==> config.mk <==
export PLATFORM = sky130hd
export DESIGN_NAME = conv_tap_feeder
export DESIGN_NICKNAME = d
export VERILOG_FILES = /design/src/rtl/conv_tap_feeder.sv
export SDC_FILE = /design/constraint.sdc
export NUM_CORES = 1
export LEC_CHECK = 0
export CAP_MARGIN = 20
export CORE_ASPECT_RATIO = 0.6
export CORE_MARGIN = 10
export CORE_UTILIZATION = 28
export DETAILED_ROUTE_END_ITERATION = 10
export PLACE_DENSITY_LB_ADDON = 0.08
export SLEW_MARGIN = 20
export SYNTH_ARGS = -nofsm -noshare
export SYNTH_HDL_FRONTEND = slang
export SYNTH_SLANG_ARGS = --single-unit
==> constraint.sdc <==
create_clock -name clk -period 16.7 [get_ports clk]
set_input_delay 5.01 -clock clk [delete_from_list [all_inputs] [get_ports clk]]
set_output_delay 5.01 -clock clk [all_outputs]
set_load 0.02 [all_outputs]
==> src/rtl/conv_tap_feeder.sv <==
// conv_tap_feeder: 3-tap sliding window feeding one registered signed product per cycle with first/last framing
module conv_tap_feeder #(
  parameter int DATA_W = 16,
  parameter int COEF_W = 16,
  parameter int OUT_W  = 32
) (
  input  logic                     clk,
  input  logic                     reset,
  input  logic                     coef_load,
  input  logic [1:0]               coef_idx,
  input  logic signed [COEF_W-1:0] coef_data,
  input  logic                     s_valid,
  output logic                     s_ready,
  input  logic signed [DATA_W-1:0] s_data,
  input  logic                     win_clear,
  output logic                     prod_valid,
  output logic signed [OUT_W-1:0]  prod_data,
  output logic                     prod_first,
  output logic                     prod_last
);
  typedef enum logic {IDLE, EMIT} state_t;
  localparam int P_W = DATA_W + COEF_W;
  state_t state;
  logic [1:0] tap, fill;
  logic signed [DATA_W-1:0] w0, w1, w2, sel_w;
  logic signed [COEF_W-1:0] c0, c1, c2, sel_c;
  logic signed [P_W-1:0] p;
  logic accept;
  assign s_ready = !reset && (state == IDLE || tap == 2'd2);
  assign accept = s_valid && s_ready && !win_clear;
  always_comb begin
    sel_w = tap == 2'd0 ? w0 : tap == 2'd1 ? w1 : w2;
    sel_c = tap == 2'd0 ? c0 : tap == 2'd1 ? c1 : c2;
    p = P_W'(sel_w) * P_W'(sel_c);
  end
  always_ff @(posedge clk) begin
    if (reset) begin
      state <= IDLE;
      tap <= '0;
      fill <= '0;
      {w0, w1, w2} <= '0;
      {c0, c1, c2} <= '0;
      prod_valid <= 1'b0;
      prod_first <= 1'b0;
      prod_last <= 1'b0;
      prod_data <= '0;
    end else if (win_clear) begin
      state <= IDLE;
      tap <= '0;
      fill <= '0;
      {w0, w1, w2} <= '0;
      prod_valid <= 1'b0;
      prod_first <= 1'b0;
      prod_last <= 1'b0;
    end else begin
      if (coef_load && state == IDLE) begin
        if (coef_idx == 2'd0) c0 <= coef_data;
        if (coef_idx == 2'd1) c1 <= coef_data;
        if (coef_idx == 2'd2) c2 <= coef_data;
      end
      prod_valid <= state == EMIT;
      prod_first <= state == EMIT && tap == 2'd0;
      prod_last <= state == EMIT && tap == 2'd2;
      if (state == EMIT) prod_data <= OUT_W'(p);
      // tap-2 product above reads the pre-shift window at the same edge as the shift
      if (accept) begin
        {w0, w1, w2} <= {w1, w2, s_data};
        fill <= fill == 2'd3 ? 2'd3 : fill + 2'd1;
        state <= fill >= 2'd2 ? EMIT : IDLE;
        tap <= '0;
      end else if (state == EMIT) begin
        state <= tap == 2'd2 ? IDLE : EMIT;
        tap <= tap == 2'd2 ? 2'd0 : tap + 2'd1;
      end
    end
  end
endmodule

### Word level (Yosys, flattened, before mapping)

Index checks and enable logic that the tools add are counted.

* bits in registers: 136

* eq/ne operators: 5
* bitwise operators: 2
* magnitude comparators: 1
* add/subtract/negate cells: 2
* multiply operators: 1
* multiplexer cells: 10
* reduce and logical (&&, ||, !) cells: 17

Operator list (count)
* 16-bit two-way mux: 4
* 16-bit by 16-bit multiplier with 32-bit output: 1
* 3-bit AND reduction: 3
* 2-bit equality test, second input constant: 3
* 1-bit logical AND: 6
* 2-bit by 1-bit adder with 2-bit output, second input constant: 2
* 2-bit by 1-bit equality test with 1-bit output, second input constant: 2
* 2-bit logical NOT: 2
* 1-bit two-way mux: 4
* 2-bit two-way mux: 2
* 3-bit OR reduction: 1
* 2-bit greater-or-equal comparator, second input constant: 1
* 1-bit logical NOT: 2
* 1-bit NOT: 2
* 2-bit AND reduction: 1
* 2-bit OR reduction: 1
* 1-bit logical OR: 1

### Logic depth before layout (Yosys ltp)

Gate-level depths: netlist of run 1.

* depth after elaboration: 6
* depth in mapped cells: 29

### Worst setup path after synthesis of run 1

OpenSTA, ideal clock, no wires.

* path type: input port to output port
* from: in reset
* to: out s_ready
* path buffers: 1
* setup slack: 6.130 ns
* stages on the path: 3
* data arrival time: 5.560 ns
* required time: 11.690 ns
* path through: clkbuf_1 > inv_1 > and2_1

* cells in the longest elaborated chain, start to end: 2

Ends and longest elaborated chain
* start: declaration: line 8 `input logic reset,`
* 1-bit logical NOT: line 29 `assign s_ready = !reset && (state == IDLE || tap == 2'd2);`
* 1-bit logical AND: line 29
* end: declaration: line 13 `output logic s_ready,`

No other way between the ends.

### Worst setup path after layout of run 1

Same ends and word-level chain as after synthesis.

==> results by group, run 1 <==
Outcome
  • Outcome: completed

Synthesis
  • Share of the synthesized area in the top cell type: 35.2%
  • Synthesized Nets: 2,102
  • Asr flop ratio synth: 0%
  • Cells after synthesis: 1,719
  • YS warnings: 0
  • Yosys reg bits: around 140
  • EDFF count, synth: 0
  • Synth Area per Inst: about 8.7 um^2
  • Cell area after synthesis: 14,900 um^2
  • Ranking of synthesized cells by area: fa_1, dfxtp_1, nand2_1, inv_1, ha_1
  • Ys flop type: dfxtp_1
  • Cell taking the most area after synthesis: fa_1
  • Sequential-to-total area share from yosys stat: a little under a fifth
  • Unique masters post-synth: 46

Detailed routing
  • Final WL: 43,400 um
  • DR iter-0 viols: approximately 560
  • Vias: 11,300
  • Routed vias/inst: around 4.5
  • DR WL/cell: 17.5 um
  • Final ANT Viol Nets: 0
  • Post-route DRC: 0
  • Drt pass-1 iters: 5

Power
  • Clk pwr share: 49.7%
  • Power per cell area: 44.5 nW/um^2
  • Power Total: between 0.7 and 0.8 mW
  • Sw frac: 28.2%
  • LEAKAGE: 7.73 nW
  • Sequential share of power: between 40% and 50%
  • Switching pwr: 0.214 mW
  • Peak VDD IR: 69.2 uV
  • Cell internal pwr: 0.544 mW
  • Logic pwr share: under 10%

Floorplan
  • Die height: 199 um
  • Core area: roughly 53,000 um^2
  • Die area: 63,200 um^2
  • Die width: approximately 320 um
  • FP Rows: 65
  • Ports: 75
  • Initial Util: 28.3%

Worst setup path
  • WP data required: 11.69 ns
  • Reg2reg start: tap[0]
  • Worst Setup Path Type: primary input to output pin
  • CP Capture Type: output pin
  • Worst-path maximum fanout: 27
  • CP startpoint: reset
  • Worst Path Arrival: 6.43 ns
  • Reg2reg setup slack: 8.29 ns
  • End of the worst register-to-register path: prod_data[28]
  • Startpoint types: primary input
  • Worst Reg2Reg Path Length in Cells: 22

Hold path
  • Worst Hold Class: flop to flop
  • Worst Hold End: w0[14]
  • Hold Path Stages: 2
  • Min-delay src: w0[14]

GRT
  • Largest net degree at the start of global routing: 56
  • Vias in the first global route: roughly 12,000
  • GRT Residual Overflow: 0
  • Initial antenna violation count: 0
  • First-pass GRT wire length: 68,800 um
  • Total track usage: 14.0%

Clocking
  • Num CTS Buffers: 17
  • CTS H-tree lvls: 4
  • Clock Path Buffers: 2
  • Root Driver: clkbuf_16
  • CTS tree: done
  • Post-CTS sizing: 0
  • Clock sink count: 136
  • Hold_buf cts: 0
  • Clock-pin slew on the worst setup and hold paths: 0.06 ns
  • Post CTS Setup Buffer Count: 0
  • Clk_lat worst skew: approximately 0.45 ns

Layout
  • Syn-to-layout area delta: 14.3%
  • Total Nets Final: 2,149
  • Number of diodes: 0
  • Post-layout util: ~32%
  • Share of cells above drive strength 1: 4.72%

Timing
  • Setup tns final: 0 ns
  • Final Hold Vio Count: 0
  • Final period util: between 60 and 70%
  • RSZ-0062 raised after global routing: false
  • Worst clock skew: roughly 0.014 ns
  • Worst slew pin tran: 1.19 ns
  • Final setup fails: 0
  • Worst rel slew slack: 20.4%
  • Max-slew violations: 0
  • Period minus WS final: 11.44 ns
  • F_max: between 0.08 and 0.09 GHz

Flow run
  • Maxcap violations: 0

Placement
  • RD Place Congestion: 0.830
  • Port Buf Inserts: 74
  • Dpl hpwl: 35,000 um
==> sequential cells by signal, summed over array words and instances (netlist names) <==
| signal | cells |
|---|---|
| c0 | 16 |
| c1 | 16 |
| c2 | 16 |
| fill | 2 |
| prod_data | 32 |
| prod_first | 1 |
| prod_last | 1 |
| prod_valid | 1 |
| state | 1 |
| tap | 2 |
| w0 | 16 |
| w1 | 16 |
| w2 | 16 |
==> per-layer routing <==
metal	GRT usage, %	vias to the layer above	wire (um)
met5	0	-	0
met4	2.65	0	433
met3	2.58	27	1560
met2	22.2	132	19900
met1	19.8	5768	21500
li1	-	5364	-
==> Yosys cell counts (5+ instances only) <==
cell type,n
inv_1,291
nor2_1,205
o21a_1,28
a21o_1,12
clkbuf_1,61
fa_1,262
o21ai_1,17
nor3_1,12
nand2b_1,8
xnor2_1,27
nand2_1,292
and3_1,5
ha_1,82
o21ai_0,24
a21oi_1,103
mux2i_1,80
dfxtp_1,136
buf_1,6
and2_1,6
o21bai_1,5
or2_2,11
==> cell type report <==
cell class              count  area, um^2
fillers                  5552       35600
multi-input cells        1221       10900
flip-flops and latches    136        2730
inverters                 291        1090
repair buffers             99         923
well taps                 703         880
clock buffers              18         429
clock inverters            14         129
==> critical path, stage by stage <==
cell             delay (ns)
buf_2                  0.40
inv_1                  0.28
and2_1                 0.21
clkdlybuf4s50_1        0.53
==> metrics by stage <==
step | hold slack (ns) | setup slack [ns] | cells | area (um^2)
detailed placement | 0.449 | 5.23 | 2450 | 16500
floorplan | 0.436 | 6.13 | 1719 | 14900
global route | 0.476 | 5.13 | 2482 | 17000
CTS | 0.458 | 5.23 | 2482 | 17000
global placement | 0.441 | 5.23 | 2450 | 16500
finish | 0.455 | 5.26 | 2482 | 17000
==> how the worst max path moves through the flow <==
| stage | slack (ns) | depth (start not counted) | to |
|---|---|---|---|
| 2_1_floorplan | 6.13 | 3 | s_ready |
| 3_3_place_gp | 5.23 | 4 | s_ready |
| 3_5_place_dp | 5.23 | 4 | s_ready |
| 4_1_cts | 5.23 | 4 | s_ready |
| 5_1_grt | 5.13 | 4 | s_ready |
| 6_report | 5.26 | 4 | s_ready |
==> cells in the final DEF (no fill, tap or decap), types with 3 or more instances in the layout <==
master,count
nor2b_1,3
xnor2_1,27
and3_1,5
a21o_1,12
inv_8,4
dfxtp_1,134
nand3_1,4
inv_6,5
a211oi_1,3
nor2_1,204
xor2_1,4
clkinvlp_4,3
or2_2,10
mux2i_1,80
o21a_1,28
inv_1,291
or3_1,3
a31oi_1,3
o21ai_0,22
nand2_1,292
a21oi_2,5
o21ai_1,17
ha_1,82
buf_4,25
and2_1,5
a21oi_1,99
nand2b_1,8
fa_1,262
clkbuf_16,17
nor3_1,11
clkdlybuf4s50_1,73
o21bai_1,5
==> power groups by stage <==
stage          clock [mW]  combinational (mW)  sequential [mW]
2_1_floorplan           0              0.0279            0.338
3_3_place_gp            0              0.0513            0.339
3_5_place_dp            0              0.0514            0.339
4_1_cts             0.393              0.0516            0.331
5_1_grt             0.405              0.0563            0.332
6_report            0.377              0.0505            0.331
==> cell families after synthesis <==
group	Yosys count	share of synthesized area (%)
and+or+nand+nor	554	14.8
buffers and inverters	362	9.14
adders and majority gates	344	42.0
AOI/OAI and AO/OA	212	8.55
DFF	136	18.3
muxes	80	5.37
xor gates and xnor gates	31	1.82
Power figures use the tool's default switching activity.
==> run 2: changes to the inputs <==
clock period = 10.55 ns   (was 16.7 ns; I/O delays follow)
==> run 2 against run 1 <==
Net effect:
- final area decreased by 0.15%
- global-route usage increased by 0.47 points
- worst setup slack got worse by 2.6 ns
- worst hold slack got worse by 0.0058 ns
- power increased by 59%
- critical path depth increased by 17
- die area unchanged
- critical endpoint is now prod_data[28]
- register-to-register slack got worse by 5.7 ns
- via count increased by 0.42%
- critical path type is now flop to flop
- cell count decreased by 0.36%
- wire length increased by 3.4%
==> results by group, run 2 (synthesized netlist as in run 1, its figures left out) <==
Layout
  • Number of diodes: 0
  • Reg with most FFs: prod_data
  • Post-Layout Cell Count: 2,473
  • Syn-to-layout area delta: 14.1%
  • Total Nets Final: approximately 2,100
  • Share of cells above drive strength 1: 4.41%
  • Commonest non-fill, non-tap cell in the layout: nand2_1
  • Post-layout util: 32.3%
  • Commonest non-fill, non-tap cells in the layout: nand2_1, inv_1, fa_1
  • Number of flip-flops in the largest register: 32

Timing
  • Worst clock skew: approximately 0.019 ns
  • Post-route setup slack: 2.61 ns
  • Period minus WS final: around 7.9 ns
  • Setup tns final: 0 ns
  • Worst Hold Slack: 0.449 ns
  • Final Hold Vio Count: 0
  • Worst rel slew slack: 24.2%
  • Final setup fails: 0
  • Worst slew pin tran: approximately 1.1 ns
  • Max-slew violations: 0
  • Final period util: 75.2%
  • RSZ-0062 raised after global routing: false
  • F_max: 0.126 GHz

Worst setup path
  • WP data required: 10.90 ns
  • Worst Path Arrival: roughly 8.3 ns
  • Worst Reg2Reg Path Length in Cells: 21
  • Worst Setup Path Type: flop to flop
  • CP max stage cell: fa_1
  • Startpoint types: flop
  • Critical Path Stages: 21
  • Worst-path maximum fanout: 23
  • Critical Path Max Stage Delay: 0.92 ns
  • CP cell instances: mux2i_1, o21ai_1, nand2_1, inv_1, fa_1, fa_1, fa_1, fa_1, fa_1, inv_1, fa_1, inv_1, ha_1, and3_1, a221oi_1, o21ai_0, nand2_1, o211ai_1, a31oi_1, nor2_1, o311ai_0
  • Crit path max-delay family: adder cells
  • Critical Path Most Common Cell: fa_1
  • CP Capture Type: flop
  • Reg2reg setup slack: 2.61 ns
  • CP bufs+invs: 3

Floorplan
  • Ports: 75
  • Die area: 63,200 um^2
  • Die height: 199 um
  • Die width: 318 um
  • FP Rows: 65
  • Core area: 52,600 um^2
  • Initial Util: 28.3%

Power
  • Cell internal pwr: ~0.88 mW
  • Switching pwr: 0.322 mW
  • Peak VDD IR: about 120 uV
  • Logic pwr share: 6.7%
  • LEAKAGE: 7.70 nW
  • Clk pwr share: 49.7%
  • Sequential share of power: approximately 44%
  • Sw frac: 26.8%
  • Power per cell area: 70.7 nW/um^2

Detailed routing
  • Post-route DRC: 0
  • DR iter-0 viols: a little under 600
  • Final WL: 44,900 um
  • Drt pass-1 iters: 5
  • DR WL/cell: around 18 um
  • Vias: 11,300
  • Final ANT Viol Nets: 0
  • Routed vias/inst: about 4.6

GRT
  • Largest net degree at the start of global routing: 54
  • Vias in the first global route: around 12,000
  • GRT Residual Overflow: 0
  • Initial antenna violation count: 2
  • Total track usage: 14.5%
  • First-pass GRT wire length: 70,400 um

Placement
  • Dpl hpwl: 36,100 um
  • Cells after DPL: 2,441
  • Worst slack at placement: between 2 and 3 ns
  • Port Buf Inserts: 74
  • RD Place Congestion: roughly 0.85

Clocking
  • Clock sink count: 136
  • Num CTS Buffers: 17
  • Clock Path Buffers: 2
  • Root Driver: clkbuf_16
  • Post-CTS sizing: 0
  • CTS tree: done
  • Hold_buf cts: 0
  • CTS H-tree lvls: 4
  • Clock-pin slew on the worst setup and hold paths: 0.06 ns
  • Post CTS Setup Buffer Count: 0
  • Clk_lat worst skew: 0.46 ns

Hold path
  • Hold Path Stages: 2
  • Worst Hold Class: flop to flop

Flow run
  • Maxcap violations: 0

Outcome
  • Outcome: completed
[run 2: changes by cell type in the layout (fill, tap and decap cells not counted), moves of 2 or more]
cell | before | now
buf_4 | 25 | 16
inv_8 | 4 | 0
a21oi_2 | 5 | 3
a21oi_4 | 0 | 2
clkinv_2 | 0 | 2
inv_6 | 5 | 3
o21ai_0 | 22 | 20
o21ai_2 | 2 | 4
[run 2: worst paths after layout]
check	from	to
worst max-delay path	tap[0]	prod_data[28]
worst min-delay path	prod_data[19]	prod_data[19]
worst max register to register	tap[0]	prod_data[28]
worst min register to register	prod_data[19]	prod_data[19]
[run 2: metrics by stage]
| stage | area [um^2] | power (mW) |
|---|---|---|
| after global routing | 17000 | 1.26 |
| after floorplan | 14900 | 0.579 |
| final | 17000 | 1.20 |
| after global placement | 16400 | 0.617 |
| after detailed placement | 16400 | 0.618 |
| after CTS | 17000 | 1.23 |
[run 2: worst register-to-register path: cells and delay by family (launching register included)]
kind,cells,cell delay (ns)
buffers and inverters,3,0.22
adder cells (fa/ha/maj),7,3.81
AO/OA/AOI/OAI,6,2.20
multiplexers,1,0.22
AND/OR/NAND/NOR,4,0.60
flip-flops,1,0.78
[run 2: area by class of cell]
| cell class | instances | area, um^2 |
|---|---|---|
| fill | 5591 | 35600 |
| multi-input combinational | 1221 | 10900 |
| clock inverter | 13 | 123 |
| inverter | 291 | 1090 |
| timing repair buffer | 91 | 871 |
| sequential | 136 | 2730 |
| tap | 703 | 880 |
| clock buffer | 18 | 439 |
[run 2: routing by layer]
layer  global-route usage [%]  part of all wire (%)  wire length [um]
met5                        0                     0                 0
met3                     2.57                   3.8              1720
met2                     22.5                    46             20500
met1                     20.7                    49             22200
met4                     3.24                   1.1               511
[run 2: power groups by stage]
stage	Clock (mW)	Sequential, mW	Combinational [mW]
floorplan	0	0.535	0.0442
global placement	0	0.537	0.0804
detailed placement	0	0.537	0.0812
CTS	0.625	0.525	0.0815
global route	0.645	0.526	0.0886
finish	0.598	0.525	0.0802
